--- src/rtl/dht_read_sequencer_pkg.sv ---
// Shared types and constants for the DHT11-class read sequencer.
package dht_pkg;

    localparam int DATA_BITS = 40;
    localparam int US_CNT_W  = 16;

    typedef enum logic [3:0] {
        IDLE,
        START_LOW,
        WAIT_ACK,
        ACK_LOW,
        ACK_HIGH,
        BIT_LOW,
        BIT_HIGH,
        CHECK,
        FINISH
    } state_e;

    // Modulo-256 sum of the four payload bytes of a received frame.
    function automatic logic [7:0] checksum8(input logic [DATA_BITS-1:0] frame);
        return frame[39:32] + frame[31:24] + frame[23:16] + frame[15:8];
    endfunction

endpackage

--- src/rtl/dht_read_sequencer_us_tick_gen.sv ---
// Restartable microsecond prescaler: tick is a one-clock enable every
// CLKS_PER_US clocks, and restart realigns the count to zero.
module us_tick_gen #(
    parameter int CLKS_PER_US = 50
) (
    input  logic clk,
    input  logic rst_n,
    input  logic restart,
    output logic tick
);

    localparam int CNT_W = (CLKS_PER_US > 1) ? $clog2(CLKS_PER_US) : 1;
    localparam logic [CNT_W-1:0] CNT_MAX = CNT_W'(CLKS_PER_US - 1);

    logic [CNT_W-1:0] cnt_q, cnt_d;

    // Next count: wrap at CNT_MAX, jump back to zero on restart.
    always_comb begin
        cnt_d = cnt_q + 1'b1;
        if (restart || (cnt_q == CNT_MAX)) begin
            cnt_d = '0;
        end
    end

    // Prescaler count register.
    always_ff @(posedge clk or negedge rst_n) begin
        if (!rst_n) begin
            cnt_q <= '0;
        end else begin
            cnt_q <= cnt_d;
        end
    end

    assign tick = (cnt_q == CNT_MAX);

endmodule

--- src/rtl/dht_read_sequencer.sv ---
// Single-wire DHT11-class read sequencer: drives the host start pulse,
// follows the sensor handshake, times each bit high phase in microseconds
// and returns the four data bytes plus checksum status.
module dht_read_sequencer
    import dht_pkg::*;
#(
    parameter int CLKS_PER_US      = 50,
    parameter int START_LOW_US     = 18000,
    parameter int TIMEOUT_US       = 200,
    parameter int BIT_THRESHOLD_US = 50
) (
    input  logic       clk,
    input  logic       rst_n,
    input  logic       start,
    input  logic       dq_in,
    output logic       dq_oe,
    output logic       busy,
    output logic       done,
    output logic       error,
    output logic [7:0] hum_int,
    output logic [7:0] hum_dec,
    output logic [7:0] temp_int,
    output logic [7:0] temp_dec
);

    localparam logic [US_CNT_W-1:0] START_LOW_CNT = US_CNT_W'(START_LOW_US);
    localparam logic [US_CNT_W-1:0] TIMEOUT_CNT   = US_CNT_W'(TIMEOUT_US);
    localparam logic [US_CNT_W-1:0] THRESH_CNT    = US_CNT_W'(BIT_THRESHOLD_US);
    localparam logic [5:0]          LAST_BIT      = 6'(DATA_BITS - 1);

    state_e                state_q, state_d;
    logic                  sync1_q, sync2_q, prev_q;
    logic                  line_rise, line_fall;
    logic                  restart, us_tick, is_wait;
    logic [US_CNT_W-1:0]   us_cnt_q, us_cnt_d, us_now;
    logic [5:0]            bit_idx_q, bit_idx_d;
    logic [DATA_BITS-1:0]  sr_q, sr_d;
    logic                  error_q, error_d;
    logic [7:0]            hum_int_q, hum_int_d, hum_dec_q, hum_dec_d;
    logic [7:0]            temp_int_q, temp_int_d, temp_dec_q, temp_dec_d;

    // Two-flop synchronizer plus a delayed copy for edge detection; idles high
    // like the pulled-up line.
    always_ff @(posedge clk or negedge rst_n) begin
        if (!rst_n) begin
            sync1_q <= 1'b1;
            sync2_q <= 1'b1;
            prev_q  <= 1'b1;
        end else begin
            sync1_q <= dq_in;
            sync2_q <= sync1_q;
            prev_q  <= sync2_q;
        end
    end

    assign line_rise = sync2_q & ~prev_q;
    assign line_fall = ~sync2_q & prev_q;

    // Every state change restarts the timebase so each phase is timed from
    // its own entry.
    assign restart = (state_d != state_q);

    us_tick_gen #(
        .CLKS_PER_US (CLKS_PER_US)
    ) u_us_tick_gen (
        .clk     (clk),
        .rst_n   (rst_n),
        .restart (restart),
        .tick    (us_tick)
    );

    // us_now is the phase length including the current clock; edges are seen
    // one clock after phase entry would have aligned, so decisions use it.
    always_comb begin
        us_now = us_cnt_q;
        if (us_tick && (us_cnt_q != '1)) begin
            us_now = us_cnt_q + 1'b1;
        end
    end

    assign us_cnt_d = restart ? '0 : us_now;

    assign is_wait = (state_q inside {WAIT_ACK, ACK_LOW, ACK_HIGH, BIT_LOW, BIT_HIGH});

    // Next-state, datapath updates and output decode of the protocol FSM.
    always_comb begin
        state_d    = state_q;
        bit_idx_d  = bit_idx_q;
        sr_d       = sr_q;
        error_d    = error_q;
        hum_int_d  = hum_int_q;
        hum_dec_d  = hum_dec_q;
        temp_int_d = temp_int_q;
        temp_dec_d = temp_dec_q;
        busy       = 1'b1;
        dq_oe      = 1'b0;
        done       = 1'b0;

        case (state_q)
            IDLE: begin
                busy = 1'b0;
                if (start) begin
                    state_d = START_LOW;
                    error_d = 1'b0;
                end
            end
            START_LOW: begin
                dq_oe = 1'b1;
                if (us_now >= START_LOW_CNT) begin
                    state_d = WAIT_ACK;
                end
            end
            WAIT_ACK: begin
                if (line_fall) state_d = ACK_LOW;
            end
            ACK_LOW: begin
                if (line_rise) state_d = ACK_HIGH;
            end
            ACK_HIGH: begin
                if (line_fall) begin
                    state_d   = BIT_LOW;
                    bit_idx_d = '0;
                end
            end
            BIT_LOW: begin
                if (line_rise) state_d = BIT_HIGH;
            end
            BIT_HIGH: begin
                if (line_fall) begin
                    sr_d = {sr_q[DATA_BITS-2:0], (us_now > THRESH_CNT)};
                    if (bit_idx_q == LAST_BIT) begin
                        state_d = CHECK;
                    end else begin
                        state_d   = BIT_LOW;
                        bit_idx_d = bit_idx_q + 1'b1;
                    end
                end
            end
            CHECK: begin
                hum_int_d  = sr_q[39:32];
                hum_dec_d  = sr_q[31:24];
                temp_int_d = sr_q[23:16];
                temp_dec_d = sr_q[15:8];
                error_d    = (checksum8(sr_q) != sr_q[7:0]);
                state_d    = FINISH;
            end
            FINISH: begin
                done    = 1'b1;
                state_d = IDLE;
            end
            default: begin
                state_d = IDLE;
            end
        endcase

        // A stalled sensor aborts any wait phase; the partial frame is dropped.
        if (is_wait && (us_now >= TIMEOUT_CNT)) begin
            state_d   = FINISH;
            error_d   = 1'b1;
            sr_d      = sr_q;
            bit_idx_d = bit_idx_q;
        end
    end

    // State, timing and result registers.
    always_ff @(posedge clk or negedge rst_n) begin
        if (!rst_n) begin
            state_q    <= IDLE;
            us_cnt_q   <= '0;
            bit_idx_q  <= '0;
            sr_q       <= '0;
            error_q    <= 1'b0;
            hum_int_q  <= '0;
            hum_dec_q  <= '0;
            temp_int_q <= '0;
            temp_dec_q <= '0;
        end else begin
            state_q    <= state_d;
            us_cnt_q   <= us_cnt_d;
            bit_idx_q  <= bit_idx_d;
            sr_q       <= sr_d;
            error_q    <= error_d;
            hum_int_q  <= hum_int_d;
            hum_dec_q  <= hum_dec_d;
            temp_int_q <= temp_int_d;
            temp_dec_q <= temp_dec_d;
        end
    end

    assign error    = error_q;
    assign hum_int  = hum_int_q;
    assign hum_dec  = hum_dec_q;
    assign temp_int = temp_int_q;
    assign temp_dec = temp_dec_q;

endmodule
--- config.mk ---
export PLATFORM = sky130hd
export DESIGN_NAME = dht_read_sequencer
export DESIGN_NICKNAME = d
export VERILOG_FILES = /design/src/rtl/dht_read_sequencer_pkg.sv /design/src/rtl/dht_read_sequencer_us_tick_gen.sv /design/src/rtl/dht_read_sequencer.sv
export SDC_FILE = /design/constraint.sdc
export NUM_CORES = 1
export LEC_CHECK = 0
export ABC_CLOCK_PERIOD_IN_PS = 4300
export CORE_MARGIN = 2
export CORE_UTILIZATION = 60
export CTS_BUF_LIST = sky130_fd_sc_hd__clkbuf_8
export CTS_CLUSTER_SIZE = 10
export DETAILED_ROUTE_END_ITERATION = 6
export HOLD_SLACK_MARGIN = 0.12
export PLACE_DENSITY = 0.87
export REMOVE_ABC_BUFFERS = 1
export SKIP_CTS_REPAIR_TIMING = 1
export SLEW_MARGIN = 20
export SYNTH_ARGS = -nofsm -noshare
export SYNTH_HDL_FRONTEND = slang
export SYNTH_SLANG_ARGS = --single-unit
--- constraint.sdc ---
create_clock -name clk -period 4.3 [get_ports clk]
set_input_delay 1.075 -clock clk [delete_from_list [all_inputs] [get_ports clk]]
set_output_delay 1.075 -clock clk [all_outputs]
set_load 0.01 [all_outputs]
# ---- Yosys cells after proc, flatten, opt, wreduce, memory -nomap -nowiden
# Cells that the tools add are included.
dict set report classes {
  n_addsub 6
  order_cmp 3
  eq_ne 17
  mux 23
  bitwise_logic 5
  reduce_logical 10
}
# operator n
set ops {}
lappend ops {{$mux W16} 2}
lappend ops {{$mux W4} 8}
lappend ops {{$pmux W4 S8} 1}
lappend ops {{$add A8 B8 Y8} 3}
lappend ops {{$mux W6} 4}
lappend ops {{$add A16 B1 Y16 const B} 1}
lappend ops {{$eq A4 B3 Y1 const B} 4}
lappend ops {{$ge A16 B15 Y1 const B} 1}
lappend ops {{$ge A16 B8 Y1 const B} 1}
lappend ops {{$gt A16 B6 Y1 const B} 1}
lappend ops {{$ne A16 B16 Y1 const B} 1}
lappend ops {{$add A6 B1 Y6 const B} 2}
lappend ops {{$eq A6 B6 Y1 const B} 2}
lappend ops {{$pmux W6 S2} 1}
lappend ops {{$eq A4 B2 Y1 const B} 2}
lappend ops {{$ne A8 B8 Y1} 1}
lappend ops {{$ne A2 B2 Y1 const B} 3}
lappend ops {{$mux W1} 5}
lappend ops {{$reduce_and A5 Y1} 1}
lappend ops {{$reduce_bool A5 Y1} 1}
lappend ops {{$eq A4 B1 Y1 const B} 1}
lappend ops {{$eq A4 B4 Y1 const B} 1}
lappend ops {{$logic_not A4 Y1} 1}
lappend ops {{$ne A4 B4 Y1} 1}
lappend ops {{other kinds (11)} 15}
dict set report word_totals {
  ff_bits 108
  in_bits 4
  word_cells 77
}

# ---- Logic depth before layout (Yosys ltp)
dict set report depth {
  depth_word 10
  ltp_mapped 13
}

# ---- Modules after synthesis
# From an unflattened synthesis, not the netlist that was laid out.
dict set report hier_totals {
  hier_cells 520
  hier_area_um2 6165.9
}
# mod instances cells_per_inst area_per_inst_um2 seq_area_each_um2
set by_module_without_submodules {}
lappend by_module_without_submodules {dht_read_sequencer 1 494 5884.4 2556.2}
lappend by_module_without_submodules {us_tick_gen 1 26 281.5 150.1}

# ---- Worst setup path after synthesis
# No wires, ideal clock.
dict set report synth_path {
  kind {reg2reg}
  from {register sr_q[9]}
  to {register error_q (netlist: error)}
  arrival_ns 2.851
  required_time_ns 4.213
  setup_slack_ns 1.363
  path_stages_with_launch 14
  path_cell_list {dfrtp_1 -> fa_1 -> fa_1 -> ha_1 -> inv_1 -> fa_1 -> nor2b_1 -> o21ai_0 -> nand2b_1 -> a21o_1 -> a21oi_1 -> xnor2_1 -> a31o_2 -> o211ai_1}
}
dict set report synth_between {
  elab_chain_cells 4
}
# element line
set synth_lines {}
lappend synth_lines {{from (decl)} dht_read_sequencer.sv:37} ;# logic [DATA_BITS-1:0] sr_q, sr_d;
lappend synth_lines {{from (signal assigned)} dht_read_sequencer.sv:181} ;# sr_q <= sr_d;
lappend synth_lines {{$add A8 B8 Y8} dht_read_sequencer_pkg.sv:21} ;# return frame[39:32] + frame[31:24] + frame[23:16] + frame[15:8];
lappend synth_lines {{$ne A8 B8 Y1} dht_read_sequencer.sv:144} ;# error_d = (checksum8(sr_q) != sr_q[7:0]);
lappend synth_lines {{$pmux W1 S2} dht_read_sequencer.sv:99} ;# case (state_q)
lappend synth_lines {{$mux W1} dht_read_sequencer.sv:157} ;# if (is_wait && (us_now >= TIMEOUT_CNT)) begin
lappend synth_lines {{to (signal assigned)} dht_read_sequencer.sv:182} ;# error_q <= error_d;
lappend synth_lines {{to (decl)} dht_read_sequencer.sv:38} ;# logic error_q, error_d;
# No other way between the ends.
# A chain may end at the register's enable or synchronous reset.

# ---- Worst setup path in the final report
dict set report layout_path {
  from {register us_cnt_q[0]}
  to {register sr_q[10]}
}
dict set report layout_between {
  elab_chain_cells 7
  elab_cells_between_ends 8
  classes_between {add/sub: 1; order compare: 1; eq/ne: 1; mux: 1; bitwise: 1; reduce/logical: 3}
}
# element line
set layout_lines {}
lappend layout_lines {{from (decl)} dht_read_sequencer.sv:35} ;# logic [US_CNT_W-1:0] us_cnt_q, us_cnt_d, us_now;
lappend layout_lines {{from (signal assigned)} dht_read_sequencer.sv:179} ;# us_cnt_q <= us_cnt_d;
lappend layout_lines {{branches (longest 2 deep; another with $add A16 B1 Y16)} -}
lappend layout_lines {{$mux W16 (*)} dht_read_sequencer.sv:76} ;# if (us_tick && (us_cnt_q != '1)) begin
lappend layout_lines {{$ge A16 B8 Y1 (*)} dht_read_sequencer.sv:157}
lappend layout_lines {{$logic_and A1 B1 Y1 (*)} dht_read_sequencer.sv:157}
lappend layout_lines {{$not A1 Y1 (no source line) (*)} -}
lappend layout_lines {{$reduce_and A3 Y1 (no source line) (*)} -}
# Every way passes the cells marked *.

==> impl_metrics.ini <==
[outcome]
status = complete, no violations

[timing]
rsz0062_at_grt = no
slew_headroom = 0.482
fin_ws_ps = 462
final-hold-violation-count = 0
min_period_ps = 3840
period_share = 0.893
whs_ps = 365
worst_pin_slew_ps = 777
fmax_ghz = 0.261
setup_viol_count_final = 0
slew_viol_final = 0
fin_setup_tns_ps = 0
fin_skew_ps = 18.5

[routing]
drt_wl_total_um = 11200
drc = 0
met1_length_um = 4950
wl_met2_um = 5710
ant_nets = 0
top_layer_used = met4
via_per_inst = 5.87
drt_iter0_drc = 128
vias = 3898
wl_met3_um = 389
post_drt_wl_per_cell_um = 16.9
firstDrtPassIters = 4

[critical_path]
cp.arrival_ps = 4090
critical_path_required_ps = 4550
start_kind = flip-flop
criticalPathCategory = reg -> reg
crit_start = us_cnt_q[0]$_DFF_PN0_
path_max_fanout = 32
critPathCapture = sr_q[10]$_DFFE_PN0P_
rrSetupSlack_ps = 460
reg2regPathDepth = 10
reg2reg_to = sr_q[10]$_DFFE_PN0P_
end_kind = flip-flop
r2r_start = us_cnt_q[0]$_DFF_PN0_

[placed_design]
post-place-ws_ps = 510
gp_congestion = 0.932
dp_hpwl_um = 7990
port_buffers = 39

[global_routing]
grt_overflow = 0
antenna_found_initial = 0
grt_usage = 0.224
grt_pass1_vias = 3874
grt_max_degree = 65
grt_first_pass_wirelength_um = 18700

[hold_path]
hold_path_class = reg -> reg

[synthesis]
synth_top_area_share = 0.443
synth_ff_type = dfrtp_1
ys_ff_latch = 108
ys_seq_area_frac = 0.457
yosysWarnings = 0
synth_enable_flop_cells = 0
ys_types = 64
yosysTopAreaCell = dfrtp_1
synth_area_per_cell_um2 = 12.0
yosys-top-cells-area = dfrtp_1 (44%), mux2_2 (10%), fa_1 (4.7%)
async_flop_share = 1.00
synth_cells = 495
syn-cell-area_um2 = 5930

[cts]
tritoncts = done
cts_root_buffer = clkbuf_8
cts_made_buffers = 9
clk_path_buf_depth = 2
clk_latency_ps = 370
clock_sinks = 108
clk_pin_slew_worst_paths_ps = 120
h-tree-depth = 3

[flow_run]
maxCapViolations = 0

[floorplan]
rows = 36
start_util = 0.612
dieArea_um2 = 10700
die_h_um = 103
core_um2 = 9680
io_pins = 40
fp.dieW_um = 103

[pwr]
ir_worst_vdd_uv = 202
powerDensity_nw_per_um2 = 273
p_leak_nw = 3.13

[final_layout]
antenna-diode-count = 0
layout_common_cells = dfrtp_1 (105), mux2_2 (54), clkdlybuf4s50_1 (38)
nets = 555
drive_gt1_frac = 0.218
syn_to_final_growth_pct = 10.6
final_common_cell = dfrtp_1
[power breakdown]
group	leakage, nW	switching, mW	total (mW)	internal, mW
clock	0.0913	0.365	0.580	0.216
combinational	1.55	0.0734	0.130	0.0562
sequential	1.49	0.0333	1.08	1.04
total	3.13	0.472	1.79	1.32
[state kept, by name, summed over array words and instances (netlist names), 4 cells and up]
signal	flops
bit_idx_q	6
hum_dec	8
hum_int	8
sr_q	40
state_q	4
temp_dec	8
temp_int	8
u_us_tick_gen.cnt_q	6
us_cnt_q	16
[cell usage after synthesis, types with 3 or more instances]
cell type  count
dfrtp_1      105
mux2_2        54
nand2_1       34
xnor2_1       29
nand3_1       19
nor2_1        19
mux2_4        18
fa_1          14
nor3_1        13
nor3b_1       12
ha_1          11
xor2_1        11
clkbuf_1      10
o21ai_0       10
buf_2          9
a21oi_1        8
inv_1          8
and2_1         6
nand4_1        6
nor2b_1        6
a21o_1         5
a31oi_1        5
buf_6          5
nand2b_1       5
and4_1         4
mux2i_1        4
nor4_1         4
nor4b_1        4
a211o_1        3
and3_1         3
dfstp_2        3
o21a_1         3
o31ai_1        3
or4_1          3
[cell type report]
type	instances	area, um2
Inverter	8	30.0
Fill cell	689	3130
Timing Repair Buffer	46	440
Clock inverter	7	51.3
Multi-Input combinational cell	353	3040
Clock buffer	9	124
Tap cell	133	166
Sequential cell	108	2710
[critical path, cell delays in order (launching register included)]
cell	delay, ps
dfrtp_1	450
ha_1	290
nand4_4	210
nor4_4	450
o21a_1	280
nand3_1	130
a22o_1	330
nor3_4	250
nand4_4	610
buf_4	420
mux2_2	280
[metrics by stage]
step	cells	area (um2)	util	total power [mW]
2_1_floorplan	469	5770	-	1.17
3_3_place_gp	648	6380	0.659	1.22
3_5_place_dp	648	6380	0.659	1.23
4_1_cts	664	6560	0.677	1.80
5_1_grt	664	6560	0.677	1.86
6_report	664	6560	0.677	1.79
[cells by family (layout without fill, tap and decap cells)]
logic type,Yosys count,in the layout,synth area share
buffers and inverters,34,70,0.0306
DFF,108,108,0.457
adders and majority gates,25,25,0.0705
and+or+nand+nor,156,156,0.160
muxes,76,76,0.155
xor gates and xnor gates,40,40,0.0591
AOI/OAI and AO/OA,56,56,0.0684
[worst min path at each step]
stage	startpoint	endpoint	slack, ps	depth (start not counted)
2_1_floorplan	sync1_q$_DFF_PN1_	sync2_q$_DFF_PN1_	350	0
3_3_place_gp	sync1_q$_DFF_PN1_	sync2_q$_DFF_PN1_	350	0
3_5_place_dp	sync1_q$_DFF_PN1_	sync2_q$_DFF_PN1_	350	0
4_1_cts	sync1_q$_DFF_PN1_	sync2_q$_DFF_PN1_	370	0
5_1_grt	sync1_q$_DFF_PN1_	sync2_q$_DFF_PN1_	370	0
6_report	sync1_q$_DFF_PN1_	sync2_q$_DFF_PN1_	360	0
[per-layer routing]
metal	up-vias	track usage
met5	-	0
li1	1843	-
met1	1964	0.301
met3	12	0.0417
met4	0	0.0597
met2	79	0.377
(Power assumes the default switching activity.)
